===== src/rtl/riscv_pkg.sv =====
// Shared definitions for the instruction-memory loader: state encoding, memory geometry and
// small byte/word helpers reused by loader blocks.
package riscv_pkg;

    localparam int IMEM_ADDR_W = 7;
    localparam int IMEM_DEPTH  = 128;

    typedef enum logic [2:0] {
        LEN_LO = 3'd0,
        LEN_HI = 3'd1,
        DATA   = 3'd2,
        CSUM   = 3'd3,
        DONE   = 3'd4,
        ERROR  = 3'd5
    } loader_state_e;

    // Place byte b into little-endian lane 'lane' of word, leaving the other lanes intact.
    function automatic logic [31:0] insert_byte(input logic [31:0] word,
                                                input logic [1:0]  lane,
                                                input logic [7:0]  b);
        logic [31:0] res;
        res = word;
        case (lane)
            2'd0:    res[7:0]   = b;
            2'd1:    res[15:8]  = b;
            2'd2:    res[23:16] = b;
            2'd3:    res[31:24] = b;
            default: res        = word;
        endcase
        return res;
    endfunction

    // Running image checksum: plain XOR accumulation of data bytes.
    function automatic logic [7:0] csum_update(input logic [7:0] acc, input logic [7:0] b);
        return acc ^ b;
    endfunction

endpackage


===== src/rtl/imem_loader_word_assembler.sv =====
// Byte-to-word assembler: collects four bytes little-endian and emits the finished word with
// a one-cycle word_valid pulse on the cycle after the fourth byte.
module word_assembler
    import riscv_pkg::*;
(
    input  logic        clk,
    input  logic        rst_n,
    input  logic        clr,
    input  logic        byte_valid,
    input  logic [7:0]  byte_data,
    output logic        last_byte,
    output logic        word_valid,
    output logic [31:0] word_data
);

    logic [1:0]  r_cnt;
    logic [31:0] r_word;
    logic [31:0] r_out;
    logic        r_valid;
    logic [31:0] w_ins;

    assign w_ins      = insert_byte(r_word, r_cnt, byte_data);
    assign last_byte  = (r_cnt == 2'd3);
    assign word_valid = r_valid;
    assign word_data  = r_out;

    // Byte lane counter, partial word, and registered finished word with its valid pulse.
    always_ff @(posedge clk or negedge rst_n) begin
        if (!rst_n) begin
            r_cnt   <= 2'd0;
            r_word  <= 32'd0;
            r_out   <= 32'd0;
            r_valid <= 1'b0;
        end else if (clr) begin
            r_cnt   <= 2'd0;
            r_word  <= 32'd0;
            r_out   <= 32'd0;
            r_valid <= 1'b0;
        end else if (byte_valid) begin
            r_cnt  <= r_cnt + 2'd1;
            r_word <= w_ins;
            if (r_cnt == 2'd3) begin
                r_out   <= w_ins;
                r_valid <= 1'b1;
            end else begin
                r_valid <= 1'b0;
            end
        end else begin
            r_valid <= 1'b0;
        end
    end

endmodule


===== src/rtl/imem_loader.sv =====
// Instruction-memory loader: parses a length-prefixed, XOR-checksummed byte stream, writes the
// image into imem from word 0 upward, and keeps the core held until a valid image is in place.
module imem_loader
    import riscv_pkg::*;
#(
    parameter int ADDR_W = IMEM_ADDR_W,
    parameter int DEPTH  = IMEM_DEPTH
)
(
    input  logic              clk,
    input  logic              reset,
    input  logic              start,
    input  logic [7:0]        rx_data,
    input  logic              rx_valid,
    output logic              rx_ready,
    output logic              imem_we,
    output logic [ADDR_W-1:0] imem_waddr,
    output logic [31:0]       imem_wdata,
    output logic              core_hold,
    output logic              done,
    output logic              error
);

    // One extra index bit so a full-depth image ends without wrapping.
    localparam int IDX_W = ADDR_W + 1;

    loader_state_e     r_state;
    logic [7:0]        r_len_lo;
    logic [15:0]       r_len;
    logic [IDX_W-1:0]  r_idx;
    logic [7:0]        r_xor;
    logic [ADDR_W-1:0] r_waddr;
    logic              r_ready;
    logic              r_done;
    logic              r_error;
    logic              r_hold;

    logic              w_xfer;
    logic              w_data_xfer;
    logic              w_clr;
    logic              w_last_byte;
    logic              w_word_valid;
    logic [31:0]       w_word;
    logic [15:0]       w_len_in;
    logic [15:0]       w_idx_next;

    assign w_xfer      = rx_valid & r_ready;
    assign w_data_xfer = w_xfer & (r_state == DATA);
    assign w_clr       = start & ((r_state == DONE) | (r_state == ERROR));
    assign w_len_in    = {rx_data, r_len_lo};
    assign w_idx_next  = 16'(r_idx) + 16'd1;

    assign rx_ready   = r_ready;
    assign imem_we    = w_word_valid;
    assign imem_waddr = r_waddr;
    assign imem_wdata = w_word;
    assign core_hold  = r_hold;
    assign done       = r_done;
    assign error      = r_error;

    word_assembler u_asm (
        .clk        (clk),
        .rst_n      (reset),
        .clr        (w_clr),
        .byte_valid (w_data_xfer),
        .byte_data  (rx_data),
        .last_byte  (w_last_byte),
        .word_valid (w_word_valid),
        .word_data  (w_word)
    );

    // Loader FSM with length capture, word index, running checksum and registered status outputs.
    always_ff @(posedge clk or negedge reset) begin
        if (!reset) begin
            r_state  <= LEN_LO;
            r_len_lo <= 8'd0;
            r_len    <= 16'd0;
            r_idx    <= '0;
            r_xor    <= 8'd0;
            r_waddr  <= '0;
            r_ready  <= 1'b0;
            r_done   <= 1'b0;
            r_error  <= 1'b0;
            r_hold   <= 1'b1;
        end else begin
            case (r_state)
                LEN_LO: begin
                    // Accepting state: ready comes up the cycle after reset release.
                    r_ready <= 1'b1;
                    if (w_xfer) begin
                        r_len_lo <= rx_data;
                        r_state  <= LEN_HI;
                    end else begin
                        r_state  <= LEN_LO;
                    end
                end
                LEN_HI: begin
                    if (w_xfer) begin
                        r_len <= w_len_in;
                        if (w_len_in == 16'd0) begin
                            r_state <= CSUM;
                        end else if (w_len_in > 16'(DEPTH)) begin
                            // Oversized image: refuse before touching imem.
                            r_state <= ERROR;
                            r_error <= 1'b1;
                            r_ready <= 1'b0;
                        end else begin
                            r_state <= DATA;
                        end
                    end else begin
                        r_state <= LEN_HI;
                    end
                end
                DATA: begin
                    if (w_xfer) begin
                        r_xor <= csum_update(r_xor, rx_data);
                        if (w_last_byte) begin
                            // The assembler pulses the write next cycle; pair it with this index.
                            r_waddr <= r_idx[ADDR_W-1:0];
                            r_idx   <= r_idx + IDX_W'(1);
                            if (w_idx_next == r_len) begin
                                r_state <= CSUM;
                            end else begin
                                r_state <= DATA;
                            end
                        end else begin
                            r_state <= DATA;
                        end
                    end else begin
                        r_state <= DATA;
                    end
                end
                CSUM: begin
                    if (w_xfer) begin
                        r_ready <= 1'b0;
                        if (rx_data == r_xor) begin
                            r_state <= DONE;
                            r_done  <= 1'b1;
                            r_hold  <= 1'b0;
                        end else begin
                            r_state <= ERROR;
                            r_error <= 1'b1;
                            r_hold  <= 1'b1;
                        end
                    end else begin
                        r_state <= CSUM;
                    end
                end
                DONE, ERROR: begin
                    if (start) begin
                        r_state  <= LEN_LO;
                        r_ready  <= 1'b1;
                        r_done   <= 1'b0;
                        r_error  <= 1'b0;
                        r_hold   <= 1'b1;
                        r_idx    <= '0;
                        r_xor    <= 8'd0;
                        r_len    <= 16'd0;
                        r_len_lo <= 8'd0;
                    end else begin
                        r_state  <= r_state;
                    end
                end
                default: begin
                    r_state <= LEN_LO;
                    r_ready <= 1'b0;
                    r_hold  <= 1'b1;
                end
            endcase
        end
    end

endmodule


===== config.mk =====
export PLATFORM = sky130hd
export DESIGN_NAME = imem_loader
export DESIGN_NICKNAME = d
export VERILOG_FILES = /design/src/rtl/riscv_pkg.sv /design/src/rtl/imem_loader_word_assembler.sv /design/src/rtl/imem_loader.sv
export SDC_FILE = /design/constraint.sdc
export NUM_CORES = 1
export LEC_CHECK = 0
export CAP_MARGIN = 30
export CELL_PAD_IN_SITES_DETAIL_PLACEMENT = 0
export CELL_PAD_IN_SITES_GLOBAL_PLACEMENT = 1
export CORE_ASPECT_RATIO = 0.75
export CORE_MARGIN = 2
export CORE_UTILIZATION = 39
export CTS_BUF_LIST = sky130_fd_sc_hd__clkbuf_4
export DETAILED_ROUTE_END_ITERATION = 6
export PLACE_DENSITY_LB_ADDON = 0.1
export SYNTH_ARGS = -nofsm -noshare
export SYNTH_HDL_FRONTEND = slang
export SYNTH_HIERARCHICAL = 1
export SYNTH_SLANG_ARGS = --single-unit

===== constraint.sdc =====
create_clock -name clk -period 2.8 [get_ports clk]
set_input_delay 0.56 -clock clk [delete_from_list [all_inputs] [get_ports clk]]
set_output_delay 0.56 -clock clk [all_outputs]
set_load 0.01 [all_outputs]

==> run summary <==
========================================================================================
Grt total ovfl                                                                         0
Violation count after the first detailed-route iteration                             308
Final setup violating endpoints                                                        0
Routed WL per cell                                                               17.2 um
Placed cell count                                                                    809
Number of enable-type register cells in the synthesized netlist                        0
Setup clock skew after layout                                                    21.2 ps
Starting utilization of the core area                                              40.0%
Cts-stage hold buffer count                                                            0
Maximum frequency from static timing analysis                                    468 MHz
Hold Crit Class                                                                 in2async
Cell area power density                                                       601 nW/um2
Cell area after layout                                                          6850 um2
#FFs+latches synth                                                                   113
Crit-path cells                                                             clkdlybuf4s50_1
Weighted congestion at the end of routability-driven global placement              0.842
Sort of element at the end of the critical path                              output port
Detailed-route vias per instance                                                    5.27
CTS-repair resized insts                                                               0
Critical Path AT                                                                 1580 ps
Vias in the first global route                                                      4306
Unique cell type count in the Yosys netlist                                           47
Crit path launch type                                                           register
Largest driver fanout on the critical path                                             2
Die Y                                                                             110 um
Cell type with the highest aggregate area in the netlist                    sky130_fd_sc_hd__dfrtp_1
Net count of the mapped netlist                                                      592
CP bufs+invs                                                                           1
Total die area                                                                 15900 um2
Max-slew violation count                                                               0
Sequential share of the synthesized area                                           48.8%
Port Buf Inserts                                                                      55
Residual DRC count                                                                     0
Number of nets in the layout                                                         645
Cell types with the highest counts after synthesis                          112 x sky130_fd_sc_hd__dfrtp_1, 62 x sky130_fd_sc_hd__nand2_1, 61 x sky130_fd_sc_hd__a21oi_1
Placement Cell Area                                                             6540 um2
Worst-Margin Slew                                                                 921 ps
Fraction of synthesis flops using an asynchronous set or reset pin                  100%
Run status                                                                  finished clean
Detailed-route via count                                                            4431
Avg Synthesized Cell Area                                                       10.1 um2
Static leakage                                                                   2.92 nW
Leading register cell type out of synthesis                                 sky130_fd_sc_hd__dfrtp_1
Skew-Pair Late Insertion Delay                                                    520 ps
Total routed wirelength                                                         14500 um
RSZ-0062 raised after global routing                                               false
Pre-antenna DRT Iters                                                                  4
First-pass GRT wire length                                                      23900 um
Hold Fails Final Rpt                                                                   0
Top-level I/O count                                                                   56
Setup repair bufs after CTS                                                            0
Area fraction of the dominant cell type after synthesis                            48.4%
Total routing resource utilization after global routing                            19.7%
CTS buffer count                                                                      17
Total core area                                                                14500 um2
Longest individual stage delay on the worst path                                  550 ps
Half-perimeter wire length of the detailed placement result                      9600 um
Area grow syn2layout                                                               18.2%
Setup TNS Final                                                                     0 ps
Shortest clock period the worst path allows after layout                         2140 ps
Cell Area, Synth                                                                5800 um2
Antenna viol nets, final                                                               0
Synthesized instance count                                                           575
Clk pin slew, worst setup/hold paths                                              110 ps
Critical setup path kind                                                         reg2out
Slowest cell on crit path                                                   sky130_fd_sc_hd__dfstp_2
Number of filler cells placed in the layout                                         1382
Top-count cell post-synth                                                   sky130_fd_sc_hd__dfrtp_1
Largest cells by area after synthesis                                       sky130_fd_sc_hd__dfrtp_1 48%, sky130_fd_sc_hd__a21bo_2 5.5%, sky130_fd_sc_hd__a21oi_1 5.3%, sky130_fd_sc_hd__mux2i_1 4.8%, sky130_fd_sc_hd__o21ai_0 4.7%
Total clock sinks                                                                    113
Yosys warning count                                                                    6
CTS H-tree depth                                                                       4
Critical path's top delay family                                              flip-flops
Ant. Diodes                                                                            0
Buffer cell driving the clock tree root                                     sky130_fd_sc_hd__clkbuf_4
Maximum buffer depth of the clock tree                                                 2
Clock tree from TritonCTS                                                            yes
Non-filler instance count after layout                                               841
Portion of the clock cycle consumed by the worst path in the final layout          76.4%
Peak supply drop                                                                0.342 mV
Data required time of the worst path                                             2240 ps
Relative max-transition margin                                                     38.2%
Die boundary width                                                                145 um
Number of max-capacitance violations reported                                          0
Pin count of the biggest net entering global routing                                  56
Share of layout cells above drive strength 1                                       19.8%
Initial antenna violation count                                                        0
Row Count                                                                             38
========================================================================================
## routing by layer
| metal | wire length (um) | part of all wire (%) | up-vias | global-route usage [%] |
|---|---|---|---|---|
| li1 | - | - | 2149 | - |
| met2 | 6170 | 43 | 97 | 27.7 |
| met1 | 7440 | 51 | 2175 | 30.4 |
| met5 | 0 | 0 | - | 0 |
| met4 | 131 | 0.90 | 0 | 4.58 |
| met3 | 731 | 5.0 | 10 | 4.62 |
## report_power, final
part	internal, mW	switching, mW
clock network	0.715	0.641
logic	0.294	0.496
registers	1.80	0.167
total	2.81	1.30
## cell families after synthesis
logic type / count (synthesis) / share of synthesized area [%]
flip-flops: 113 / 48.8
multiplexers: 35 / 6.20
adder cells (fa/ha/maj): 5 / 1.08
XOR/XNOR: 22 / 3.32
AO/OA/AOI/OAI: 191 / 22.9
buffers and inverters: 58 / 5.66
AND/OR/NAND/NOR: 151 / 12.1
## flip-flops by register name, indices dropped and copies added, names as in the netlist, 2 cells and up
signal / cells
imem_waddr: 7
r_xor: 8
u_asm/r_word: 24
r_idx: 8
r_len: 16
u_asm/word_data: 32
u_asm/r_cnt: 2
r_len_lo: 8
r_state: 3
## final timing paths
path | from | depth (start not counted) | endpoint | slack, ps
min reg2reg | r_len[14] | 2 | r_len[14] | 490
max | core_hold | 1 | core_hold | 660
min | reset | 1 | r_idx[6] | 40
max in group asynchronous | reset | 2 | core_hold | 1960
min in group clk | r_len[14] | 2 | r_len[14] | 490
max reg2reg | r_state[2] | 4 | r_len_lo[3] | 680
## metrics by stage
stage	hold WS (ps)	util [%]	power, mW	setup slack (ps)
global placement	467	45.1	2.78	192
global route	34.9	47.2	4.37	371
CTS	18.9	47.2	4.16	614
floorplan	264	-	2.45	703
finish	39.5	47.2	4.11	662
detailed placement	475	45.1	2.79	154
## layout by cell type (no fill, tap or decap), types with 2 or more instances in the layout
master,instances
sky130_fd_sc_hd__clkdlybuf4s50_1,54
sky130_fd_sc_hd__o21ai_1,2
sky130_fd_sc_hd__mux2i_1,28
sky130_fd_sc_hd__nor3_1,4
sky130_fd_sc_hd__or3_1,2
sky130_fd_sc_hd__o21ai_0,53
sky130_fd_sc_hd__xnor2_1,19
sky130_fd_sc_hd__a211oi_2,20
sky130_fd_sc_hd__nor4_1,4
sky130_fd_sc_hd__nor2_1,23
sky130_fd_sc_hd__clkbuf_4,19
sky130_fd_sc_hd__a31oi_1,4
sky130_fd_sc_hd__clkinvlp_4,2
sky130_fd_sc_hd__clkinv_1,2
sky130_fd_sc_hd__and3_1,5
sky130_fd_sc_hd__ha_1,5
sky130_fd_sc_hd__a211oi_1,5
sky130_fd_sc_hd__inv_1,6
sky130_fd_sc_hd__clkinv_2,5
sky130_fd_sc_hd__xor2_1,3
sky130_fd_sc_hd__a21oi_1,61
sky130_fd_sc_hd__bufinv_16,4
sky130_fd_sc_hd__or4_1,2
sky130_fd_sc_hd__o31ai_1,5
sky130_fd_sc_hd__buf_4,29
sky130_fd_sc_hd__mux2_2,7
sky130_fd_sc_hd__nand2_1,62
sky130_fd_sc_hd__nand3_1,39
sky130_fd_sc_hd__dfrtp_1,112
sky130_fd_sc_hd__a21bo_2,32
sky130_fd_sc_hd__nand4_1,3
## final cells by class
class                      instances  area, um2  share of cell area (%)
sequential                       113       2830                    41.3
multi-input combinational        404       2650                    38.6
timing repair buffer              85        783                    11.4
tap                              200        250                    3.65
clock inverter                    13        168                    2.45
clock buffer                      19        143                    2.08
inverter                           7       31.3                   0.457
(Power assumes the default switching activity.)
